$ cat src/rtl/button_conditioner_pkg.sv
// Shared constants and channel-state classification for the button conditioner.
package button_conditioner_pkg;

    localparam int SYNC_DEPTH           = 2;
    localparam int DEFAULT_NR_OF_INPUTS = 2;
    localparam int DEFAULT_NR_OF_BITS   = 8;
    localparam int DEFAULT_STABLE_TICKS = 4;

    typedef enum logic [1:0] {
        CH_IDLE     = 2'b00,
        CH_COUNTING = 2'b01,
        CH_FLIP     = 2'b10
    } chan_state_e;

    // A mismatch whose counter already sits on the last step flips on the next tick.
    function automatic chan_state_e classify(input logic mismatch, input logic at_last);
        chan_state_e st;
        if (!mismatch) begin
            st = CH_IDLE;
        end else if (at_last) begin
            st = CH_FLIP;
        end else begin
            st = CH_COUNTING;
        end
        return st;
    endfunction

endpackage

$ cat src/rtl/button_debounce_channel.sv
// One button channel: 2-flop synchronizer, tick-based debounce counter,
// registered level and one-cycle press/release pulses.
module button_debounce_channel
    import button_conditioner_pkg::*;
#(
    parameter int NrOfBits    = DEFAULT_NR_OF_BITS,
    parameter int StableTicks = DEFAULT_STABLE_TICKS
) (
    input  logic clk,
    input  logic rst,
    input  logic tick,
    input  logic pin,
    output logic level,
    output logic press_pulse,
    output logic release_pulse
);

    localparam logic [NrOfBits-1:0] CNT_ZERO = {NrOfBits{1'b0}};
    localparam logic [NrOfBits-1:0] CNT_ONE  = NrOfBits'(1);
    localparam logic [NrOfBits-1:0] CNT_LAST = NrOfBits'(StableTicks - 1);

    logic [SYNC_DEPTH-1:0] sync_q, sync_d;
    logic [NrOfBits-1:0]   cnt_q, cnt_d;
    logic                  lvl_q, lvl_d;
    logic                  press_q, press_d;
    logic                  rel_q, rel_d;
    logic                  sync_out_s;
    chan_state_e           state_s;

    // Next-state: synchronizer shift, debounce count/flip, edge pulses.
    always_comb begin
        sync_d     = {sync_q[SYNC_DEPTH-2:0], pin};
        sync_out_s = sync_q[SYNC_DEPTH-1];
        state_s    = classify(sync_out_s != lvl_q, cnt_q == CNT_LAST);
        cnt_d      = cnt_q;
        lvl_d      = lvl_q;
        case (state_s)
            CH_IDLE: begin
                cnt_d = CNT_ZERO;
            end
            CH_COUNTING: begin
                if (tick) begin
                    cnt_d = cnt_q + CNT_ONE;
                end else begin
                    cnt_d = cnt_q;
                end
            end
            CH_FLIP: begin
                if (tick) begin
                    lvl_d = sync_out_s;
                    cnt_d = CNT_ZERO;
                end else begin
                    cnt_d = cnt_q;
                end
            end
            default: begin
                cnt_d = CNT_ZERO;
                lvl_d = lvl_q;
            end
        endcase
        press_d = lvl_d & ~lvl_q;
        rel_d   = ~lvl_d & lvl_q;
    end

    // State registers with synchronous reset.
    always_ff @(posedge clk) begin
        if (rst) begin
            sync_q  <= {SYNC_DEPTH{1'b0}};
            cnt_q   <= CNT_ZERO;
            lvl_q   <= 1'b0;
            press_q <= 1'b0;
            rel_q   <= 1'b0;
        end else begin
            sync_q  <= sync_d;
            cnt_q   <= cnt_d;
            lvl_q   <= lvl_d;
            press_q <= press_d;
            rel_q   <= rel_d;
        end
    end

    assign level         = lvl_q;
    assign press_pulse   = press_q;
    assign release_pulse = rel_q;

endmodule

$ cat src/rtl/button_conditioner.sv
// Conditions raw button pins into debounced levels and press/release pulses.
// Optional BUTTON_CONDITIONER_ACTIVE_LOW_EN: pins are pressed when low.
module button_conditioner
    import button_conditioner_pkg::*;
#(
    parameter int NrOfInputs  = DEFAULT_NR_OF_INPUTS,
    parameter int NrOfBits    = DEFAULT_NR_OF_BITS,
    parameter int StableTicks = DEFAULT_STABLE_TICKS
) (
    input  logic                  GlobalClock,
    input  logic                  RST,
    input  logic                  ClockTick,
    input  logic [NrOfInputs-1:0] ButtonsIn,
    output logic [NrOfInputs-1:0] ButtonsLevel,
    output logic [NrOfInputs-1:0] ButtonsPress,
    output logic [NrOfInputs-1:0] ButtonsRelease
);

    logic [NrOfInputs-1:0] pin_s;

`ifdef BUTTON_CONDITIONER_ACTIVE_LOW_EN
    assign pin_s = ~ButtonsIn;
`else
    assign pin_s = ButtonsIn;
`endif

    for (genvar i = 0; i < NrOfInputs; i++) begin : g_ch
        button_debounce_channel #(
            .NrOfBits    (NrOfBits),
            .StableTicks (StableTicks)
        ) u_ch (
            .clk           (GlobalClock),
            .rst           (RST),
            .tick          (ClockTick),
            .pin           (pin_s[i]),
            .level         (ButtonsLevel[i]),
            .press_pulse   (ButtonsPress[i]),
            .release_pulse (ButtonsRelease[i])
        );
    end

endmodule

$ cat config.mk
export PLATFORM = sky130hd
export DESIGN_NAME = button_conditioner
export DESIGN_NICKNAME = d
export VERILOG_FILES = /design/src/rtl/button_conditioner_pkg.sv /design/src/rtl/button_debounce_channel.sv /design/src/rtl/button_conditioner.sv
export SDC_FILE = /design/constraint.sdc
export NUM_CORES = 1
export LEC_CHECK = 0
export CAP_MARGIN = 10
export CORE_MARGIN = 4
export CORE_UTILIZATION = 59
export CTS_CLUSTER_DIAMETER = 80
export CTS_CLUSTER_SIZE = 20
export DETAILED_ROUTE_END_ITERATION = 6
export GPL_TIMING_DRIVEN = 0
export HOLD_SLACK_MARGIN = 0.15
export PLACE_DENSITY = 0.93
export SYNTH_ARGS = -nofsm -noshare
export SYNTH_HDL_FRONTEND = slang
export SYNTH_SLANG_ARGS = --single-unit
export TNS_END_PERCENT = 10
$ cat constraint.sdc
create_clock -name GlobalClock -period 2.8 [get_ports GlobalClock]
set_input_delay 0.56 -clock GlobalClock [delete_from_list [all_inputs] [get_ports GlobalClock]]
set_output_delay 0.56 -clock GlobalClock [all_outputs]
set_load 0.02 [all_outputs]
# Word level (Yosys, flattened, before mapping)
# Cells that the tools add are included.
# W data, S select, Z words.
[op_classes]
add_sub_neg = 2
mul = 0
n_div = 0
n_lt_le_gt_ge = 0
eq_ne = 12
shift = 0
mux = 13
bitwise_logic = 8
n_reduce_logical = 2
[ops]
columns = ["op", "count"]
rows = [
  ["$pmux W8 S2", 2],
  ["$mux W8", 3],
  ["$add A8 B1 Y8 const B", 2],
  ["$eq A8 B2 Y1 const B", 2],
  ["$mux W2", 4],
  ["$ne A2 B2 Y1 const B", 4],
  ["$and A1 B1 Y1", 4],
  ["$eq A2 B1 Y1 const B", 2],
  ["$eq A2 B2 Y1 const B", 2],
  ["$mux W1", 4],
  ["$not A1 Y1", 4],
  ["$reduce_and A2 Y1", 2],
  ["$ne A1 B1 Y1", 2],
]
[word_totals]
regBits = 26
latch_bits = 0
ramBits = 0
rom_bits = 0
inputBits = 5
output_inout_bits = 6
wordCells = 47
memories = 0

# Longest topological paths before layout
# Gate-level depths: netlist of run 1.
[depth]
word_depth = 7
ltp_mapped = 5
ltp_nobuf = 5

# Modules after synthesis
# Synthesis of run 1 repeated with hierarchy kept, for this count alone.
[hier_totals]
cells_unflattened = 116
area_unflattened_um2 = 1126.1
[by_module_without_submodules]
columns = ["mod", "n_inst", "cells_per_inst", "area_each_um2", "seq_area_each_um2"]
rows = [
  ["button_debounce_channel at g_ch[0].u_ch", 1, 60, 570.5, 260.2],
  ["button_debounce_channel at g_ch[1].u_ch", 1, 56, 555.5, 260.2],
]

# Worst setup path before layout of run 1
# OpenSTA, ideal clock, no wires.
[synth_path]
kind = "input-to-reg"
start = "in ClockTick"
end = "reg g_ch[0].u_ch.cnt_q[2]"
setup_time_ps = 119
arrival_time_ps = 1268
t_required_ps = 2681
setup_slack_ps = 1413
stages = 4
path_buffers = 1
cell_sequence = "clkbuf_1 > nand4_1 > nand2_1 > nor2_1"
[synth_via]
elab_chain_len = 2
elab_cells_between_ends = 3
[synth_rtl]
columns = ["element", "line_no", "rtl"]
rows = [
  ["from (decl)", "button_conditioner.sv:12", "input logic ClockTick,"],
  ["$ne A2 B2 Y1 (no source line)", "n/a", ""],
  ["$reduce_and A2 Y1 (no source line) (*)", "n/a", ""],
  ["to (signal assigned)", "button_debounce_channel.sv:75", "cnt_q <= cnt_d;"],
  ["to (decl)", "button_debounce_channel.sv:23", "logic [NrOfBits-1:0] cnt_q, cnt_d;"],
]
# Every way passes the cells marked *; elsewhere a longest branch is shown, timed or not.
# A chain may end at the register's enable or synchronous reset.

# Worst setup path in the final report of run 1
[layout_path]
start = "reg g_ch[1].u_ch.lvl_q"
end = "out ButtonsLevel[1]"
[layout_rtl]
columns = ["element", "line_no", "rtl"]
rows = [
  ["from (decl)", "button_debounce_channel.sv:24", "logic lvl_q, lvl_d;"],
  ["from (signal assigned)", "button_debounce_channel.sv:76", "lvl_q <= lvl_d;"],
  ["to (decl)", "button_conditioner.sv:14", "output logic [NrOfInputs-1:0] ButtonsLevel,"],
]
# No word-level cell between the ends.

==> flow_summary.yaml, run 1 <==
critical_path:
  crit_buf_inv: 2
  crit_slowest_cell: "clkdlybuf4s50_1"
  end_kind: "output pin"
  start_kind: "register"
  path_cells: "buf_4 -> clkdlybuf4s50_1"
  worst-path-max-fanout: 5
  crit_family: "buffers and inverters"
  slowest_delay_ns: 0.59
  required_ns: 2.24
  critPathArrivalTime_ns: 1.55
  critPathKind: "register to output pin"
pwr:
  power_density_nw_per_um2: 495
  clkPwrFrac_pct: 39.6
  leakage_nw: 0.482
  ir_worst_vdd_mv: 0.483
  p_int_mw: 0.529
  seqPwrFrac_pct: 56.6
  pwr-share-comb_pct: 3.8
  swShare_pct: 20.3
  p_sw_mw: 0.135
floorplan:
  die_area_sq_um: 2730
  core_region_area_sq_um: 1780
  io_pins: 11
  die_w_um: 52.3
  die_h_um: 52.3
  initial_core_util_pct: 64.8
  std_cell_rows: 15
detailed_routing:
  drt_iter0_drc: 37
  antenna_left: 0
  route.detailed.drc: 0
  routed_via_density: 5.89
  vias: 948
  routed_wl_um: 2430
  dr.pass1.iters: 4
  wl_per_cell_um: 15.1
timing:
  relSlewSlack_pct: 58.5
  rsz0062_at_grt: "false"
  min_period_ns: 2.11
  fin_skew_ns: 0.00966
  setup_viol: 0
  hold_violations: 0
  worstMarginPinSlew_ns: 0.618
  drv_slew: 0
  fmax_mhz: 473
  timing.final.crit_share_pct: 75.4
  setup_tns_ns: 0
clock_network:
  postCtsSetupBuffers: 0
  htree_levels: 1
  cts-resized-gates: 0
  cts_hold_buf: 0
  cts_max_path_buffers: 2
  cts_buffers: 3
  root_buffer: "clkbuf_4"
  cts_tree: "built"
  clk_latency_ns: 0.33
  numClockSinks: 26
  clk_pin_slew_ns: 0.15
synth:
  synth_top_area_share_pct: 45.0
  synth_flop_cell: "dfxtp_1"
  ys_seq_area_share_pct: 45.0
  ys_async_sr_fraction_pct: 0
  synth_edf_count: 0
  avgSynthCellArea_sq_um: 9.48
  synth_largest_area_cell: "dfxtp_1"
  syn_nets: 129
  synth_warnings: 0
  synth_seq_cells: 26
  syn-cell-area_sq_um: 1160
  synth_cell_types: 29
  synth.area.top_cells: "dfxtp_1, xor2_1, nor2_1"
  syn_inst: 122
place:
  portBuffers: 10
  gp_routability_congestion: 0.858
  dp.cells: 157
  dp_hpwl_um: 1610
run:
  drv_cap: 0
global_route:
  grt_pass1_wl_um: 4230
  grt_max_degree: 16
  grt_pass1_vias: 909
  grt_remaining_overflow: 0
  antenna_found_initial: 0
  grt.total_usage_pct: 21.5
finish:
  drive_gt1_share_pct: 8.82
  final_cells: 161
  fill_cells: 115
  regArea_sq_um: 520
  syn_to_final_growth_pct: 15.9
  num_antenna_cells: 0
  multi_input_area_sq_um: 579
  nNetsFinal: 144
outcome:
  status: "completed"
hold_path:
  hp-class: "register to register"
==> cell usage after synthesis, drive strengths merged (3+ instances only) <==
| master | n |
|---|---|
| dfxtp | 26 |
| nor2 | 17 |
| xor2 | 11 |
| buf | 6 |
| nor2b | 6 |
| nor4b | 6 |
| nand2 | 5 |
| o211ai | 5 |
| o21ai | 4 |
| and3 | 3 |
| clkbuf | 3 |
| nor3 | 3 |
| o2111ai | 3 |
==> metrics by stage <==
stage	setup slack (ns)	area (sq um)	power, mW	hold WS [ns]	util [%]
final	0.688	1340	0.664	0.465	75.2
after global routing	0.611	1340	0.692	0.472	75.2
after CTS	0.687	1340	0.661	0.467	75.2
after detailed placement	0.575	1290	0.408	0.436	72.2
after global placement	0.618	1290	0.407	0.434	72.2
after floorplan	1.41	1160	0.397	0.414	-
==> cell families (layout without fill, tap and decap cells) <==
| family | count (synthesis) | in the layout | synth area share (%) |
|---|---|---|---|
| multiplexers | 2 | 2 | 1.73 |
| flip-flops | 26 | 26 | 45.0 |
| AND/OR/NAND/NOR | 53 | 53 | 25.2 |
| AO/OA/AOI/OAI | 17 | 17 | 10.5 |
| buffers and inverters | 9 | 23 | 4.87 |
| XOR/XNOR | 13 | 13 | 10.5 |
| adder cells (fa/ha/maj) | 2 | 2 | 2.16 |
==> worst register-to-register path, stage by stage (launching register included) <==
cell	delay, ns
dfxtp_1	0.40
ha_1	0.23
nor4b_1	0.39
nand2_1	0.19
nor4b_1	0.37
==> worst paths after layout <==
kind	startpoint	end	slack, ns	cells after the start
setup reg to reg	g_ch[1].u_ch.cnt_q[0]$_SDFFE_PP0P_	g_ch[1].u_ch.press_pulse$_SDFF_PP0_	1.09	4
setup / recovery	g_ch[1].u_ch.level$_SDFF_PP0_	ButtonsLevel[1]	0.69	2
hold reg to reg	g_ch[0].u_ch.sync_q[0]$_SDFF_PP0_	g_ch[0].u_ch.sync_q[1]$_SDFF_PP0_	0.47	1
hold / removal	g_ch[0].u_ch.sync_q[0]$_SDFF_PP0_	g_ch[0].u_ch.sync_q[1]$_SDFF_PP0_	0.47	1
==> routing by layer <==
| metal | GRT usage (%) | wire length [um] | share of wire [%] |
|---|---|---|---|
| met1 | 26.8 | 1030 | 42 |
| met2 | 36.6 | 1210 | 50 |
| met3 | 3.42 | 128 | 5.3 |
| met4 | 8.94 | 59 | 2.4 |
| met5 | 0 | 0 | 0 |
==> area by class of cell <==
cell class / instances / area share (%)
Clock buffer: 3 / 1.68
Clock inverter: 1 / 2.24
Sequential cell: 26 / 38.8
Buffer: 9 / 4.20
Multi-Input combinational cell: 87 / 43.2
Tap cell: 25 / 2.33
Timing Repair Buffer: 10 / 7.47
==> state kept, by name (all words and copies together), names as in the netlist <==
signal / cells
g_ch.u_ch.level: 2
g_ch.u_ch.cnt_q: 16
g_ch.u_ch.release_pulse: 2
g_ch.u_ch.press_pulse: 2
g_ch.u_ch.sync_q: 4
==> power by group through the flow <==
stage                     clock, mW  sequential, mW  combinational (mW)
after floorplan                   0           0.383              0.0138
after global placement            0           0.383              0.0233
after detailed placement          0           0.384              0.0243
after CTS                     0.260           0.376              0.0252
after global routing          0.288           0.376              0.0275
final                         0.263           0.376              0.0254
==> placed cells by master, fill, tap and decap left out, types with 3 or more instances in the layout <==
| cell | n |
|---|---|
| clkbuf_4 | 3 |
| clkbuf_1 | 3 |
| nor4b_1 | 6 |
| o2111ai_1 | 3 |
| clkdlybuf4s50_1 | 10 |
| nand2_1 | 5 |
| xor2_1 | 11 |
| buf_4 | 6 |
| and3_1 | 3 |
| dfxtp_1 | 26 |
| nor2_1 | 17 |
| o211ai_1 | 4 |
| nor2b_1 | 6 |
| o21ai_0 | 4 |
| nor3_1 | 3 |
No activity file was read; power rests on OpenSTA's default activity.
==> run 2, diff against run 1 <==
--- a/config.mk
+++ b/config.mk
@@ -7,13 +7,13 @@
 export LEC_CHECK = 0
 export CAP_MARGIN = 10
 export CORE_MARGIN = 4
-export CORE_UTILIZATION = 59
+export CORE_UTILIZATION = 49
 export CTS_CLUSTER_DIAMETER = 80
 export CTS_CLUSTER_SIZE = 20
 export DETAILED_ROUTE_END_ITERATION = 6
 export GPL_TIMING_DRIVEN = 0
 export HOLD_SLACK_MARGIN = 0.15
-export PLACE_DENSITY = 0.93
+export PLACE_DENSITY = 0.84
 export SYNTH_ARGS = -nofsm -noshare
 export SYNTH_HDL_FRONTEND = slang
 export SYNTH_SLANG_ARGS = --single-unit
==> constraint.sdc (replaced) <==
create_clock -name GlobalClock -period 1.9 [get_ports GlobalClock]
set_input_delay 0.38 -clock GlobalClock [delete_from_list [all_inputs] [get_ports GlobalClock]]
set_output_delay 0.38 -clock GlobalClock [all_outputs]
set_load 0.02 [all_outputs]
==> flow_summary.yaml, run 2 (synthesized netlist as in run 1, its figures left out) <==
outcome:
  status: "completed"
detailed_routing:
  routed_wl_um: 2180
  vias: 900
  routed_via_density: 5.52
  dr.pass1.iters: 4
  route.detailed.drc: 0
  drt_iter0_drc: 17
  wl_per_cell_um: 13.4
  antenna_left: 0
global_route:
  grt_pass1_wl_um: 3740
  grt_pass1_vias: 864
  grt.total_usage_pct: 14.7
  grt_remaining_overflow: 0
  antenna_found_initial: 0
  grt_max_degree: 14
critical_path:
  reg2reg_to: "g_ch[1].u_ch.cnt_q[1]$_SDFFE_PP0P_"
  worst-path-max-fanout: 5
  path_cells: "buf_4 -> clkdlybuf4s50_1"
  r2r_slack_ns: 0.44
  r2r_cells: 5
  crit_slowest_cell: "clkdlybuf4s50_1"
  required_ns: 1.52
  slowest_delay_ns: 0.59
  start_kind: "register"
  regToRegStartpoint: "g_ch[1].u_ch.cnt_q[0]$_SDFFE_PP0P_"
  critPathKind: "register to output pin"
  end_kind: "output pin"
  critPathArrivalTime_ns: 1.44
timing:
  min_period_ns: 1.82
  rsz0062_at_grt: "false"
  relSlewSlack_pct: 56.1
  hold_violations: 0
  fin_skew_ns: 0.00214
  drv_slew: 0
  timing.final.crit_share_pct: 95.9
  worst_slack_ns: 0.0777
  fmax_mhz: 549
  setup_viol: 0
  worstMarginPinSlew_ns: 0.654
floorplan:
  die_area_sq_um: 3200
  initial_core_util_pct: 51.8
  die_h_um: 56.6
  die_w_um: 56.6
  core_region_area_sq_um: 2230
  io_pins: 11
  std_cell_rows: 17
finish:
  postLayoutCoreUtil_pct: 58.9
  num_antenna_cells: 0
  syn_to_final_growth_pct: 13.9
  finalInstanceArea_sq_um: 1320
  largest_reg_flops: 16
  top_register: "g_ch.u_ch.cnt_q"
  reg.largest.list: "g_ch.u_ch.cnt_q x16, g_ch.u_ch.sync_q x4"
  final_common_cell: "dfxtp_1"
  final_cell_mix: "dfxtp_1, nor2_1, xor2_1, clkdlybuf4s50_1"
  final_cells: 163
  nNetsFinal: 144
  drive_gt1_share_pct: 9.63
hold_path:
  hold_path_end: "g_ch[1].u_ch.sync_q[1]$_SDFF_PP0_"
  min_path_cells: 1
  hp-class: "register to register"
  hold_start: "g_ch[1].u_ch.sync_q[0]$_SDFF_PP0_"
place:
  portBuffers: 10
  dp.cells: 160
  dp_hpwl_um: 1590
  gp_routability_congestion: 0.845
  pre_cts_ws_ns: -0.143
  placed_cell_area_sq_um: 1290
clock_network:
  postCtsSetupBuffers: 0
  clk_latency_ns: 0.32
  cts_tree: "built"
  cts_max_path_buffers: 2
  clk_pin_slew_ns: 0.13
  numClockSinks: 26
  htree_levels: 1
  cts_buffers: 3
  root_buffer: "clkbuf_4"
pwr:
  power_density_nw_per_um2: 623
  finalPower_mw: 0.820
  leakage_nw: 0.469
  ir_worst_vdd_mv: 0.568
run:
  drv_cap: 0
run 2: cell count changes in the layout (fill, tap and decap cells not counted):
| cell | before | now |
|---|---|---|
| dfxtp_1 | 26 | 24 |
| dfxtp_2 | 0 | 2 |
| bufinv_16 | 1 | 0 |
run 2: final cells by class:
| type | instances | area, sq um |
|---|---|---|
| multi-input cells | 87 | 579 |
| repair buffers | 10 | 100 |
| clock buffers | 3 | 22.5 |
| flip-flops and latches | 26 | 523 |
| well taps | 28 | 35.0 |
| plain buffers | 9 | 56.3 |
| fillers | 204 | 917 |
run 2: layer usage:
layer	routed length, um	global-route usage (%)	vias up
met3	70	4.37	2
met2	1090	24.8	9
met5	0	0	-
met1	1010	17.7	434
met4	15	4.75	0
li1	-	-	455
run 2: worst max-delay path by stage:
stage                                        from                                 end  slack [ns]  depth (start not counted)
floorplan           g_ch[1].u_ch.level$_SDFF_PP0_  g_ch[1].u_ch.cnt_q[7]$_SDFFE_PP0P_        0.63                          4
global placement                        ClockTick  g_ch[0].u_ch.cnt_q[2]$_SDFFE_PP0P_       -0.09                          5
detailed placement                      ClockTick  g_ch[0].u_ch.cnt_q[3]$_SDFFE_PP0P_       -0.14                          5
CTS                 g_ch[0].u_ch.level$_SDFF_PP0_                     ButtonsLevel[0]        0.05                          2
global route        g_ch[1].u_ch.level$_SDFF_PP0_                     ButtonsLevel[1]       0.007                          2
finish              g_ch[1].u_ch.level$_SDFF_PP0_                     ButtonsLevel[1]        0.08                          2
run 2: stage by stage:
step	hold WS [ns]	setup TNS, ns
6_report	0.471	0
3_3_place_gp	0.417	-0.639
3_5_place_dp	0.440	-1.10
5_1_grt	0.474	0
4_1_cts	0.467	0
2_1_floorplan	0.414	0
run 2: report_power, final:
group / internal [mW] / leakage (nW) / switching, mW
clock network: 0.0743 / 0.0138 / 0.156
logic: 0.0158 / 0.244 / 0.0209
registers: 0.550 / 0.211 / 0.00334
run 2: critical path, delay by kind of cell, from the launching register on:
kind | cells | cell delay (ns)
buffers and inverters | 2 | 0.71
flip-flops | 1 | 0.41
run 2: timing repair:
action                                 in CTS  in global routing
gates resized for setup                     1                  1
setup endpoints to repair                   1                  1
hold buffers                                0                  0
endpoints found under the hold margin       0                  0
==> run 3, diff against run 2 <==
--- a/config.mk
+++ b/config.mk
@@ -6,9 +6,9 @@
 export NUM_CORES = 1
 export LEC_CHECK = 0
 export CAP_MARGIN = 10
-export CORE_MARGIN = 4
+export CORE_MARGIN = 2
 export CORE_UTILIZATION = 49
-export CTS_CLUSTER_DIAMETER = 80
+export CTS_CLUSTER_DIAMETER = 40
 export CTS_CLUSTER_SIZE = 20
 export DETAILED_ROUTE_END_ITERATION = 6
 export GPL_TIMING_DRIVEN = 0
==> flow_summary.yaml, run 3 (synthesized netlist as in run 1, its figures left out) <==
outcome:
  status: "completed"
clock_network:
  cts_tree: "built"
  postCtsSetupBuffers: 0
  clk_latency_ns: 0.31
  root_buffer: "clkbuf_4"
  cts_max_path_buffers: 2
  cts_buffers: 3
  numClockSinks: 26
  htree_levels: 1
  clk_pin_slew_ns: 0.13
pwr:
  pwr-share-comb_pct: 3.8
  leakage_nw: 0.483
  ir_worst_vdd_mv: 0.546
  p_int_mw: 0.779
  power_density_nw_per_um2: 710
  clkPwrFrac_pct: 38.4
  p_sw_mw: 0.177
  seqPwrFrac_pct: 57.8
  swShare_pct: 18.6
finish:
  final_common_cell: "dfxtp_1"
  drive_gt1_share_pct: 10.3
  postLayoutCoreUtil_pct: 60.9
  num_antenna_cells: 0
  reg.largest.list: "g_ch.u_ch.cnt_q x16, g_ch.u_ch.sync_q x4"
  top_register: "g_ch.u_ch.cnt_q"
  syn_to_final_growth_pct: 16.5
  nNetsFinal: 144
  finalInstanceArea_sq_um: 1350
  final_cell_mix: "dfxtp_1, nor2_1, xor2_1, clkdlybuf4s50_1"
  largest_reg_flops: 16
timing:
  worstMarginPinSlew_ns: 0.649
  setup_viol: 0
  min_period_ns: 1.80
  hold-worst-slack_ns: 0.456
  rsz0062_at_grt: "false"
  fmax_mhz: 556
  hold_violations: 0
  setup_tns_ns: 0
  drv_slew: 0
  timing.final.crit_share_pct: 94.7
  fin_skew_ns: 0.00254
  relSlewSlack_pct: 56.4
  worst_slack_ns: 0.101
floorplan:
  initial_core_util_pct: 52.3
  die_area_sq_um: 2760
  core_region_area_sq_um: 2210
  die_h_um: 52.6
  std_cell_rows: 17
  die_w_um: 52.6
  io_pins: 11
global_route:
  antenna_found_initial: 0
  grt_remaining_overflow: 0
  grt_pass1_vias: 833
  grt_pass1_wl_um: 3570
  grt_max_degree: 16
  grt.total_usage_pct: 17.1
detailed_routing:
  antenna_left: 0
  wl_per_cell_um: 12.3
  route.detailed.drc: 0
  drt_iter0_drc: 25
  dr.pass1.iters: 4
  routed_via_density: 5.41
  vias: 887
  routed_wl_um: 2020
critical_path:
  r2r_slack_ns: 0.43
  critPathArrivalTime_ns: 1.42
  worst-path-max-fanout: 5
  required_ns: 1.52
  start_kind: "register"
  reg2reg_to: "g_ch[0].u_ch.cnt_q[7]$_SDFFE_PP0P_"
  critPathKind: "register to output pin"
  end_kind: "output pin"
  r2r_cells: 4
  cp-startpoint: "g_ch[1].u_ch.level$_SDFF_PP0_"
  regToRegStartpoint: "g_ch[0].u_ch.level$_SDFF_PP0_"
hold_path:
  hp-class: "register to register"
  min_path_cells: 1
  hold_start: "g_ch[1].u_ch.sync_q[0]$_SDFF_PP0_"
  hold_path_end: "g_ch[1].u_ch.sync_q[1]$_SDFF_PP0_"
place:
  placed_cell_area_sq_um: 1290
  dp_hpwl_um: 1460
  pre_cts_ws_ns: -0.155
  gp_routability_congestion: 0.834
  portBuffers: 10
run:
  drv_cap: 0
[run 3: area by class of cell]
type | count | area, sq um
fillers | 193 | 866
clock buffers | 3 | 22.5
well taps | 28 | 35.0
plain buffers | 9 | 56.3
repair buffers | 10 | 100
flip-flops and latches | 26 | 523
multi-input cells | 87 | 579
clock inverters | 1 | 30.0
[run 3: worst max-delay path by stage]
stage	to	slack, ns
2_1_floorplan	g_ch[1].u_ch.cnt_q[7]$_SDFFE_PP0P_	0.63
3_3_place_gp	g_ch[0].u_ch.cnt_q[2]$_SDFFE_PP0P_	-0.10
3_5_place_dp	g_ch[0].u_ch.cnt_q[5]$_SDFFE_PP0P_	-0.15
4_1_cts	ButtonsLevel[1]	0.01
5_1_grt	ButtonsLevel[1]	0.04
6_report	ButtonsLevel[1]	0.10
[run 3: timing repair]
item                       4_1_cts  5_1_grt
setup endpoints to repair        0        2
hold buffers                     0        0
resized for setup                0        2
[run 3: layer usage]
layer	global-route usage [%]	up-vias	share of wire, %
li1	-	452	-
met1	21.3	417	46
met2	29.4	18	50
met3	5.14	0	4.0
met4	2.56	0	0
met5	0	-	0
[run 3: power by group through the flow]
stage / Sequential (mW) / Combinational (mW) / Clock, mW
final: 0.553 / 0.0362 / 0.367
after global routing: 0.554 / 0.0402 / 0.403
after CTS: 0.553 / 0.0362 / 0.381
after detailed placement: 0.565 / 0.0360 / 0
after global placement: 0.565 / 0.0347 / 0
after floorplan: 0.564 / 0.0203 / 0
[run 3: worst max-delay path, stage by stage, from the launching register on]
cell,delay [ns]
dfxtp_2,0.40
buf_4,0.12
clkdlybuf4s50_1,0.59
[run 3: through the flow]
step	power (mW)	cells
final	0.956	164
after global routing	0.997	164
after CTS	0.970	164
after detailed placement	0.601	160
after global placement	0.599	160
after floorplan	0.585	122
